[config.mk]
export PLATFORM = sky130hd
export DESIGN_NAME = bcd_serial_adder
export DESIGN_NICKNAME = d
export VERILOG_FILES = /design/src/rtl/bcd_pkg.sv /design/src/rtl/bcd_digit_add.sv /design/src/rtl/bcd_serial_adder.sv
export SDC_FILE = /design/constraint.sdc
export NUM_CORES = 1
export LEC_CHECK = 0
export BUFFER_PORTS_ARGS = -buffer_cell sky130_fd_sc_hd__buf_2
export CORE_MARGIN = 10
export CORE_UTILIZATION = 54
export CTS_CLUSTER_DIAMETER = 40
export DETAILED_ROUTE_END_ITERATION = 7
export HOLD_SLACK_MARGIN = 0.12
export PLACE_DENSITY_LB_ADDON = 0.3
export REMOVE_ABC_BUFFERS = 1
export SLEW_MARGIN = 30
export SYNTH_ARGS = -nofsm -noshare
export SYNTH_HDL_FRONTEND = slang
export SYNTH_SLANG_ARGS = --single-unit
[constraint.sdc]
create_clock -name clk -period 3.95 [get_ports clk]
set_clock_uncertainty 0.1 [all_clocks]
set_input_delay 0.1975 -clock clk [delete_from_list [all_inputs] [get_ports clk]]
set_output_delay 0.1975 -clock clk [all_outputs]
set_load 0.01 [all_outputs]
[src/rtl/bcd_pkg.sv]
// Shared constants and FSM encoding for the digit-serial BCD arithmetic blocks.
package bcd_pkg;

    localparam int DIGIT_W = 4;

    // Largest legal decimal digit and the correction that folds 10..19 back into 0..9.
    localparam logic [DIGIT_W-1:0] BCD_MAX  = 4'd9;
    localparam logic [DIGIT_W-1:0] BCD_CORR = 4'd6;

    typedef enum logic [1:0] {
        IDLE = 2'd0,
        RUN  = 2'd1,
        DONE = 2'd2
    } bcd_state_t;

endpackage : bcd_pkg

[src/rtl/bcd_digit_add.sv]
// Single-digit BCD adder with +6 decimal correction, reused once per serial step.
module bcd_digit_add
    import bcd_pkg::*;
(
    input  logic [DIGIT_W-1:0] a_d,
    input  logic [DIGIT_W-1:0] b_d,
    input  logic               cin,
    output logic [DIGIT_W-1:0] s_d,
    output logic               cout,
    output logic               bad
);

    logic [DIGIT_W:0] w_t;

    // Binary digit sum, then decimal correction; the correction wraps mod 16 on purpose.
    always_comb begin
        w_t  = {1'b0, a_d} + {1'b0, b_d} + {{DIGIT_W{1'b0}}, cin};
        cout = (w_t > {1'b0, BCD_MAX});
        s_d  = cout ? (w_t[DIGIT_W-1:0] + BCD_CORR) : w_t[DIGIT_W-1:0];
        bad  = (a_d > BCD_MAX) || (b_d > BCD_MAX);
    end

endmodule : bcd_digit_add

[src/rtl/bcd_serial_adder.sv]
// Digit-serial multi-digit BCD adder, least-significant digit first.
//
//  state | meaning
//  ------+----------------------------------------------------------
//  IDLE  | waiting for start; operands captured on the accepting edge
//  RUN   | one digit added per clock, NDIG cycles, busy=1
//  DONE  | single cycle; result is published and done pulses next cycle
module bcd_serial_adder
    import bcd_pkg::*;
#(
    parameter int NDIG = 4
) (
    input  logic                    clk,
    input  logic                    rst,
    input  logic                    start,
    input  logic [DIGIT_W*NDIG-1:0] a,
    input  logic [DIGIT_W*NDIG-1:0] b,
    output logic                    busy,
    output logic                    done,
    output logic [DIGIT_W*NDIG-1:0] sum,
    output logic                    cout,
    output logic                    invalid
);

    localparam int W  = DIGIT_W * NDIG;
    localparam int CW = (NDIG > 1) ? $clog2(NDIG) : 1;
    localparam logic [CW-1:0] CNT_LAST = CW'(NDIG - 1);

    bcd_state_t r_state;
    bcd_state_t w_next;

    logic [W-1:0]       r_a;
    logic [W-1:0]       r_b;
    logic [W-1:0]       r_res;
    logic [W-1:0]       r_sum;
    logic [CW-1:0]      r_cnt;
    logic               r_carry;
    logic               r_cout;
    logic               r_done;
    logic               r_invalid;

    logic               w_load;
    logic               w_step;
    logic               w_fin;
    logic               w_busy;
    logic               w_in_bad;
    logic [DIGIT_W-1:0] w_s_d;
    logic               w_c;
    logic               w_bad;
    logic [W-1:0]       w_dig_top;

    bcd_digit_add u_digit (
        .a_d  (r_a[DIGIT_W-1:0]),
        .b_d  (r_b[DIGIT_W-1:0]),
        .cin  (r_carry),
        .s_d  (w_s_d),
        .cout (w_c),
        .bad  (w_bad)
    );

    // State register.
    always_ff @(posedge clk or posedge rst) begin
        if (rst) begin
            r_state <= IDLE;
        end else begin
            r_state <= w_next;
        end
    end

    // Next-state logic; the digit counter counts down and RUN ends at terminal count.
    always_comb begin
        w_next = r_state;
        case (r_state)
            IDLE:    if (start) w_next = RUN;
            RUN:     if (r_cnt == '0) w_next = DONE;
            DONE:    w_next = IDLE;
            default: w_next = IDLE;
        endcase
    end

    // Per-state control strobes; start outside IDLE is simply dropped.
    always_comb begin
        w_load = 1'b0;
        w_step = 1'b0;
        w_fin  = 1'b0;
        w_busy = 1'b0;
        case (r_state)
            IDLE: w_load = start;
            RUN: begin
                w_step = 1'b1;
                w_busy = 1'b1;
            end
            DONE:    w_fin = 1'b1;
            default: ;
        endcase
    end

    // Scan every incoming digit so invalid is known the moment the operands are captured.
    always_comb begin
        w_in_bad = 1'b0;
        for (int i = 0; i < NDIG; i++) begin
            if ((a[i*DIGIT_W +: DIGIT_W] > BCD_MAX) || (b[i*DIGIT_W +: DIGIT_W] > BCD_MAX)) begin
                w_in_bad = 1'b1;
            end
        end
    end

    // New digit enters the result register from the top so digit 0 lands at the bottom.
    always_comb begin
        w_dig_top = W'(w_s_d) << (W - DIGIT_W);
    end

    // Datapath: capture, serial digit steps, and publishing of the result.
    always_ff @(posedge clk or posedge rst) begin
        if (rst) begin
            r_a       <= '0;
            r_b       <= '0;
            r_res     <= '0;
            r_sum     <= '0;
            r_cnt     <= '0;
            r_carry   <= 1'b0;
            r_cout    <= 1'b0;
            r_done    <= 1'b0;
            r_invalid <= 1'b0;
        end else begin
            r_done <= 1'b0;
            if (w_load) begin
                r_a       <= a;
                r_b       <= b;
                r_res     <= '0;
                r_carry   <= 1'b0;
                r_cnt     <= CNT_LAST;
                r_invalid <= w_in_bad;
            end else if (w_step) begin
                r_a     <= r_a >> DIGIT_W;
                r_b     <= r_b >> DIGIT_W;
                r_res   <= (r_res >> DIGIT_W) | w_dig_top;
                r_carry <= w_c;
                r_cnt   <= r_cnt - 1'b1;
                // Already covered by the capture scan; the per-digit flag can only agree.
                r_invalid <= r_invalid | w_bad;
            end else if (w_fin) begin
                r_sum  <= r_res;
                r_cout <= r_carry;
                r_done <= 1'b1;
            end
        end
    end

    // Output drive.
    always_comb begin
        busy    = w_busy;
        done    = r_done;
        sum     = r_sum;
        cout    = r_cout;
        invalid = r_invalid;
    end

endmodule : bcd_serial_adder

==> Word level (Yosys, flattened, before mapping) <==
Cells that the tools add are included.
Widths: inputs -> output; s select.
{ "word_totals": {"latchBits": 0, "mem_bits_rw": 0, "n_memories": 0, "output_inout_bits": 20, "romBits": 0, "register_bits": 72} }
{ "op_classes": {"div": 0, "reduce_logical": 10, "bitwise": 4, "n_mul": 0, "n_eq_ne": 4, "mux": 26, "add_sub_neg": 4, "n_lt_le_gt_ge": 11, "shift": 0} }
{ "op_table": {"columns": ["operator", "count"], "rows": [
  ["$mux 16", 6],
  ["$gt 4x4->1 const B", 10],
  ["$or 12x16->16", 1],
  ["$mux 1", 14],
  ["$mux 2", 4],
  ["$add 4x4->5", 1],
  ["$add 5x1->5", 1],
  ["$gt 5x4->1 const B", 1],
  ["$logic_or 1x1->1", 5],
  ["$add 4x3->4 const B", 1],
  ["$logic_not 2->1", 2],
  ["$mux 4", 1],
  ["$ne 2x2->1 const B", 2],
  ["$pmux 2 s2", 1],
  ["$reduce_and 3->1", 1],
  ["$eq 2x1->1 const B", 1],
  ["$eq 2x2->1 const B", 1],
  ["$not 1->1", 2],
  ["$reduce_and 2->1", 1],
  ["$reduce_bool 2->1", 1],
  ["$sub 2x1->2 const B", 1],
  ["$or 1x1->1", 1]
]} }

==> Logic depth before layout (Yosys ltp) <==
Gate-level depths: netlist of the first run.
{ "logic_depth": {"depth_word": 7, "depth_mapped": 9, "depth_no_buf": 9} }

==> By module <==
Synthesis of the first run repeated with hierarchy kept, for this count alone.
{ "hier_totals": {"hier_cells": 310, "area_unflattened_um2": 3261.9} }
{ "modules_own_cells": {"columns": ["module", "cells_per_inst", "instances", "area_each_um2"], "rows": [
  ["bcd_serial_adder", 285, 1, 3036.7],
  ["bcd_digit_add", 25, 1, 225.2]
]} }

==> Worst setup path before layout of the first run <==
Ideal clock, no wire load.
{ "synth_timing": {"path_kind": "register to register", "startpoint": "register r_a[0]", "endpoint": "register r_res[15]", "arrival_time_ns": 2.400, "path_slack_ns": 1.315, "t_required_ns": 3.715, "synth_period_minus_slack_ns": 2.635, "stages_incl_launch_ff": 9, "setup_ns": 0.135, "cell_sequence": "dfrtp_1 -> fa_1 -> fa_1 -> xnor2_1 -> ha_1 -> nor2b_1 -> a31o_1 -> a2111oi_0 -> o31ai_1"} }
{ "synth_via": {"elab_chain_len": 7, "elab_cells_between_ends": 8} }
{ "synth_rtl": {"columns": ["element", "line", "rtl"], "rows": [
  ["from (decl)", "bcd_serial_adder.sv:32", "logic [W-1:0] r_a;"],
  ["from (signal assigned)", "bcd_serial_adder.sv:135", "r_a <= r_a >> DIGIT_W;"],
  ["$add 4x4->5 (*)", "bcd_digit_add.sv:17", "w_t = {1'b0, a_d} + {1'b0, b_d} + {{DIGIT_W{1'b0}}, cin};"],
  ["$add 5x1->5 (*)", "bcd_digit_add.sv:17", null],
  ["$add 4x3->4 or $gt 5x4->1 (tied branches)", "bcd_digit_add.sv:19, bcd_digit_add.sv:18", null],
  ["$mux 4 (*)", "bcd_digit_add.sv:19", "s_d = cout ? (w_t[DIGIT_W-1:0] + BCD_CORR) : w_t[DIGIT_W-1:0];"],
  ["$or 12x16->16 (*)", "bcd_serial_adder.sv:137", "r_res <= (r_res >> DIGIT_W) | w_dig_top;"],
  ["$mux 16 (*)", "bcd_serial_adder.sv:134", "end else if (w_step) begin"],
  ["$mux 16 (*)", "bcd_serial_adder.sv:127", "if (w_load) begin"],
  ["to (signal assigned)", "bcd_serial_adder.sv:137", null],
  ["to (decl)", "bcd_serial_adder.sv:34", "logic [W-1:0] r_res;"]
]} }
Every way passes the cells marked *; elsewhere a longest branch is shown, timed or not. The select of a mux whose other input is x is not followed.
A chain may end at the register's enable or synchronous reset.

==> Worst setup path after layout of the first run <==
Ends and elaborated chain as after synthesis.

==> metrics.txt, run 1 <==
Root Driver=clkbuf_8; crit-path most repeated cell=fa_1; leakage dissipation=between 2 and 2.5 nW; yosys warns=0; final setup fails=0; Clock transition at path regs=~70 ps; Post-CTS Hold Fix Bufs=33; Pre-Repair DR Iteration Count=4; vias=~2500; Pwr Density=slightly above 800 nW/um2; synthesized cell area=approximately 3100 um2; Tcrit/Tclk final=71.7%; arrival time worst endpoint=around 3000 ps; Post-synth EDFFs=0; outcome=finished, final reports clean; number of global-route vias before repair=about 2700; share of the synthesized area in the top cell type=57.5%; Hold WC Path Type=in2async; Critical Path Start Type=flop; antenna violations before repair=0; core footprint=5570 um2; initial detailed-routing violation count=94; CP peak stage delay=~470 ps; crit-path cells=fa_1, fa_1, xnor2_1, ha_1, nor2b_1, a31o_1, a2111oi_0, o31ai_1; Post-Route Utilization=a little under three quarters; cts bufs inserted=9; fin nets=roughly 440; setup bufs post-CTS=0; final setup TNS=0 ps; worst setup path start=r_a[0]$_DFFE_PP0P_; maximum buffer depth of the clock tree=2; Buf/Inv on CP=0; Worst VDD drop=roughly 0.46 mV; first-pass GRT wire length=12300 um; Post-Synthesis Cells=around 310; reg-to-reg startpoint=r_a[0]$_DFFE_PP0P_; Final ANT Viol Nets=0; Yosys top cell by area=dfrtp_1; Area contributors post-synth=dfrtp_1 58%, nand2_1 12%, mux2_2 6.1%, a22oi_1 5.8%, o21ai_0 4.2%; worst-skew pair later-pin latency=~340 ps; total track usage=17.0%; post-DP HPWL=4320 um; post-synthesis average cell area=roughly 10 um2; ys flop type=dfrtp_1; Hold Violations, Final=0; H-tree depth=3; Slew Limit Headroom=a little over two fifths; fraction of registers with async set/reset=100%; Total Wirelength=7230 um; Crit Path Class=reg2reg; final-layout fill cell count=a little over 400; maxcap violations=0; clock sinks=roughly 70; ratio of cells with drive above 1 in the final layout=23.4%; count of cell types in the netlist=30; WP data required=a little over 4000 ps; Commonest cells post-synth=97 x nand2_1, 72 x dfrtp_1, 26 x o21ai_0; post-layout minimum cycle time=roughly 2800 ps; Die X=roughly 96 um; FF+latch count, synth=72; Top Family by Delay on Critical Path=adder cells; die area=9250 um2; Die H=approximately 96 um; crit path max fanout=3; Slew Limit Fails=0; largest net degree at the start of global routing=50; DR WL/cell=between 15 and 20 um; Setup crit end kind=flop; RSZ-0062 raised after global routing=false; # IOs=55; # DRC=0; GPL Wtd Cong=0.833; effective utilization at floorplan=between 50% and 60%; total grt overflow=0; Via density=~5.3; register area share after synthesis=57.5%; post-CTS sizing=0; Cell Rows=27; CTS tree=done; top-count cell post-synth=nand2_1; measured slew at the worst slew-check pin=843 ps; Port-buffer cells=54; area delta synth->final=27.1%; Slowest-stage cell, CP=fa_1; max frequency=about 0.35 GHz
-- area by class of cell --
cell class                 instances  area (um2)  share of cell area (%)
timing repair buffer              91         631                    15.8
inverter                           7        28.8                   0.723
tap                               72        90.1                    2.26
sequential                        72        1800                    45.3
clock buffer                      13         159                    3.99
clock inverter                     3        40.0                    1.01
antenna                            1        2.50                  0.0629
multi-input combinational        212        1230                    30.9
-- worst paths after layout --
check,end,slack (ps),cells after the start
max,r_res[15]$_DFFE_PP0P_,1120,8
min,r_b[9]$_DFFE_PP0P_,380,3
max reg2reg,r_res[15]$_DFFE_PP0P_,1120,8
min reg2reg,r_b[6]$_DFFE_PP0P_,380,2
max in group asynchronous,r_res[3]$_DFFE_PP0P_,2630,4
min in group clk,r_b[6]$_DFFE_PP0P_,380,2
-- report_power, final --
group	switching (mW)	leakage, nW	internal, mW
registers	0.187	0.923	1.07
clock network	0.257	0.103	0.325
logic	0.845	0.996	0.608
-- routing by layer --
layer	share of wire (%)	wire [um]	up-vias	global-route usage, %
li1	-	-	1221	-
met1	43	3070	1206	20.1
met2	49	3530	76	27.1
met3	7.0	509	11	5.53
met4	1.6	115	0	8.72
met5	0	0	-	0
-- state kept, by name (all words and copies together) (netlist names) --
name,flops
r_b,16
cout,1
invalid,1
r_a,16
done,1
r_cnt,2
r_res,16
r_carry,1
sum,16
r_state,2
-- cell families (layout without fill, tap and decap cells) --
group                    after synthesis  after routing  synth area share, %
AO/OA/AOI/OAI                         62             62                 13.0
XOR/XNOR                               3              3                0.839
adder cells (fa/ha/maj)                7              7                 3.28
buffers and inverters                 25            114                 3.24
flip-flops                            72             72                 57.5
multiplexers                          17             17                 6.11
other                                  0              1                    0
AND/OR/NAND/NOR                      123            123                 16.0
-- stage by stage --
step / hold slack, ps / instance area [um2] / instances / power (mW) / setup slack (ps)
finish: 382 / 3980 / 471 / 3.29 / 1120
global route: 402 / 3980 / 470 / 3.58 / 949
CTS: 381 / 3980 / 470 / 3.29 / 1110
floorplan: 203 / 3060 / 291 / 2.26 / 1260
global placement: 286 / 3450 / 421 / 2.61 / 1230
detailed placement: 215 / 3450 / 421 / 2.68 / 1140
-- cell usage in the layout (no fill, tap or decap) --
cell,n
a2111oi_0,1
a21o_2,1
a21oi_1,4
a22oi_1,24
a31o_1,1
and2_1,2
and3_1,1
buf_2,54
buf_4,4
bufinv_16,1
clkbuf_1,2
clkbuf_8,11
clkinv_2,2
dfrtp_1,72
diode_2,1
dlygate4sd3_1,33
fa_1,2
ha_1,5
inv_1,5
inv_2,1
inv_4,1
mux2_2,17
nand2_1,97
nand2b_1,2
nand3_1,14
nand4_1,2
nor2_1,3
nor2b_1,1
o211ai_1,1
o21ai_0,26
o21ai_1,1
o22a_1,1
o31ai_1,1
o31ai_4,1
or3_1,1
xnor2_1,3
-- tightest hold or removal path, cell delays in order --
cell           delay [ps]
dlygate4sd3_1         530
buf_2                 140
inv_4                 430
Power figures use the tool's default switching activity.
==> run 2: changes to the inputs <==
- clock period: 3.95 -> 2.7 ns (I/O delays scaled with it)
==> run 2 against run 1 <==
Against the previous run:
- hold slack got worse by 74 ps
- cell count grew 2.1%
- wire length increased by 3.0%
- critical path depth grew 1
- power up 64%
- register-to-register slack worse by 1100 ps
- clock-buffer cell count decreased by 2
- sequential share of layout area fell by 1.6 points
- final area is 3.7% higher
- maximum frequency grew 6.2%
- largest power group unchanged
==> metrics.txt, run 2 (synthesized netlist as in run 1, its figures left out) <==
Power Total=5.40 mW (was 3.29 mW); core footprint=5570 um2 (unchanged); antenna violations before repair=0 (unchanged); WP data required=2830 ps (was 4060 ps); Slowest-stage cell, CP=fa_2 (was fa_1); first-pass GRT wire length=12900 um (was 12300 um); post-DP HPWL=4550 um (was 4320 um); # IOs=55 (unchanged); RSZ-0062 raised after global routing=true (was false); Die X=96.2 um (unchanged); total grt overflow=0 (unchanged); Via density=5.37 (was 5.34); outcome=finished, final reports clean (unchanged); post-layout minimum cycle time=2670 ps (was 2830 ps); Pint=3.33 mW (was 2.00 mW); vias=2585 (was 2514); Gate power share=49.8% (was 44.2%); Clk pwr share=16.1% (was 17.7%); Hold WC Path Type=in2async (unchanged); Worst VDD drop=0.879 mV (was 0.457 mV); GPL Wtd Cong=0.782 (was 0.833); initial detailed-routing violation count=104 (was 94); max frequency=0.375 GHz (was 0.353 GHz); total track usage=17.7% (was 17.0%); Die H=96.2 um (unchanged); Total Wirelength=7440 um (was 7230 um); measured slew at the worst slew-check pin=890 ps (was 843 ps); Setup crit end kind=flop (unchanged); Crit Path Class=reg2reg (unchanged); worst-skew pair later-pin latency=350 ps (was 340 ps); Hold WS=308 ps (was 382 ps); Placed Cells incl. Taps=425 (was 421); Port-buffer cells=54 (unchanged); Post-Route Utilization=74.1% (was 71.4%); crit path max fanout=4 (was 3); CP peak stage delay=570 ps (was 470 ps); Slew Limit Fails=0 (unchanged); H-tree depth=3 (unchanged); commonest cells after routing, fill and taps aside=97 x nand2_1, 72 x dfrtp_1, 54 x buf_2 (unchanged); leakage dissipation=2.09 nW (was 2.02 nW); Critical Path Start Type=flop (unchanged); crit-path cells=fa_2, fa_2, inv_2, ha_4, nor2b_4, a31o_4, o31ai_4, xnor2_1, o21ai_1 (was fa_1, fa_1, xnor2_1, ha_1, nor2b_1, a31o_1, a2111oi_0, o31ai_1); Pre-Repair DR Iteration Count=5 (was 4); R2R depth=9 (was 8); most common cell after layout, fill and taps aside=nand2_1 (unchanged); area delta synth->final=31.9% (was 27.1%); switch share=38.4% (was 39.2%); fin nets=446 (was 435); number of global-route vias before repair=2730 (was 2677); # DRC=0 (unchanged); Tcrit/Tclk final=98.8% (was 71.7%); filler-free cell count of the finished design=481 (was 471); crit-path most repeated cell=fa_2 (was fa_1); DR WL/cell=15.5 um (was 15.3 um); ratio of cells with drive above 1 in the final layout=28.1% (was 23.4%); final setup TNS=0 ps (unchanged); Inserted Diodes=0 (was 1); cts bufs inserted=9 (unchanged); final-layout fill cell count=400 (was 414); Slew Limit Headroom=40.7% (was 43.8%); final setup fails=0 (unchanged); maxcap violations=0 (unchanged); Final ANT Viol Nets=0 (unchanged); reg-to-reg startpoint=r_a[0]$_DFFE_PP0P_ (unchanged); r2r setup slk=30 ps (was 1120 ps); arrival time worst endpoint=2790 ps (was 2950 ps); Hold Violations, Final=0 (unchanged); Clock transition at path regs=70 ps (about the same); Root Driver=clkbuf_8 (unchanged); largest net degree at the start of global routing=44 (was 50); RR Endpoint=r_res[13]$_DFFE_PP0P_ (was r_res[15]$_DFFE_PP0P_); effective utilization at floorplan=56.2% (unchanged); P_sw=2.07 mW (was 1.29 mW); die area=9250 um2 (unchanged); power share of the sequential group=34.1% (was 38.1%); CTS tree=done (unchanged); Pwr Density=1310 nW/um2 (was 826 nW/um2); Cell Rows=27 (unchanged); maximum buffer depth of the clock tree=2 (unchanged); clock sinks=72 (unchanged)
==> run 2: per-layer routing <==
layer	vias up	global-route usage (%)	share of wire (%)
li1	1251	-	-
met3	14	6.93	7.8
met1	1237	20.4	40
met5	-	0	0
met2	83	29.4	51
met4	0	5.77	1.6
==> run 2: final cells by class <==
| type | count | area (um2) | area share (%) |
|---|---|---|---|
| repair buffers | 102 | 726 | 17.6 |
| clock buffers | 11 | 151 | 3.67 |
| well taps | 72 | 90.1 | 2.18 |
| inverters | 7 | 26.3 | 0.636 |
| multi-input cells | 212 | 1280 | 31.0 |
| flip-flops and latches | 72 | 1800 | 43.6 |
| clock inverters | 5 | 55.1 | 1.33 |
==> run 2: per-stage QoR <==
| stage | worst slack [ps] | cell area [um2] |
|---|---|---|
| 6_report | 31.2 | 4130 |
| 5_1_grt | -47.9 | 4130 |
| 4_1_cts | -17.6 | 4090 |
| 3_5_place_dp | -101 | 3490 |
| 3_3_place_gp | 19.4 | 3490 |
| 2_1_floorplan | 10.7 | 3060 |
==> run 2: power groups by stage <==
stage	Clock (mW)	Sequential, mW	Combinational [mW]
floorplan	0	1.85	1.46
global placement	0	1.83	2.10
detailed placement	0	1.86	2.20
CTS	0.878	1.84	2.52
global route	0.930	1.90	3.05
finish	0.868	1.84	2.69
==> run 2: how the worst max path moves through the flow <==
stage / start / endpoint / slack, ps / depth (start not counted)
6_report: r_a[0]$_DFFE_PP0P_ / r_res[13]$_DFFE_PP0P_ / 30 / 9
5_1_grt: r_a[0]$_DFFE_PP0P_ / r_res[14]$_DFFE_PP0P_ / -50 / 9
4_1_cts: r_b[0]$_DFFE_PP0P_ / r_res[13]$_DFFE_PP0P_ / -20 / 9
3_5_place_dp: r_a[0]$_DFFE_PP0P_ / r_res[15]$_DFFE_PP0P_ / -100 / 8
3_3_place_gp: r_a[0]$_DFFE_PP0P_ / r_res[15]$_DFFE_PP0P_ / 20 / 8
2_1_floorplan: r_state[1]$_DFFE_PP0P_ / r_a[0]$_DFFE_PP0P_ / 10 / 5
==> run 2: repair_timing <==
action / CTS / global route
hold endpoints to repair: 62 / 0
resized for setup: 9 / 2
buffers inserted: 3 / 4
hold buffers: 33 / 0
setup endpoints to repair: 3 / 3
pin swaps: 5 / 4
==> run 2: worst max-delay path: cells and delay by family (launching register included) <==
family          cells  cell delay [ps]
compound gates      3              560
xor+xnor            1              150
flops               1              410
simple gates        1              120
fa+ha+maj           3             1140
buf+inv             1               60
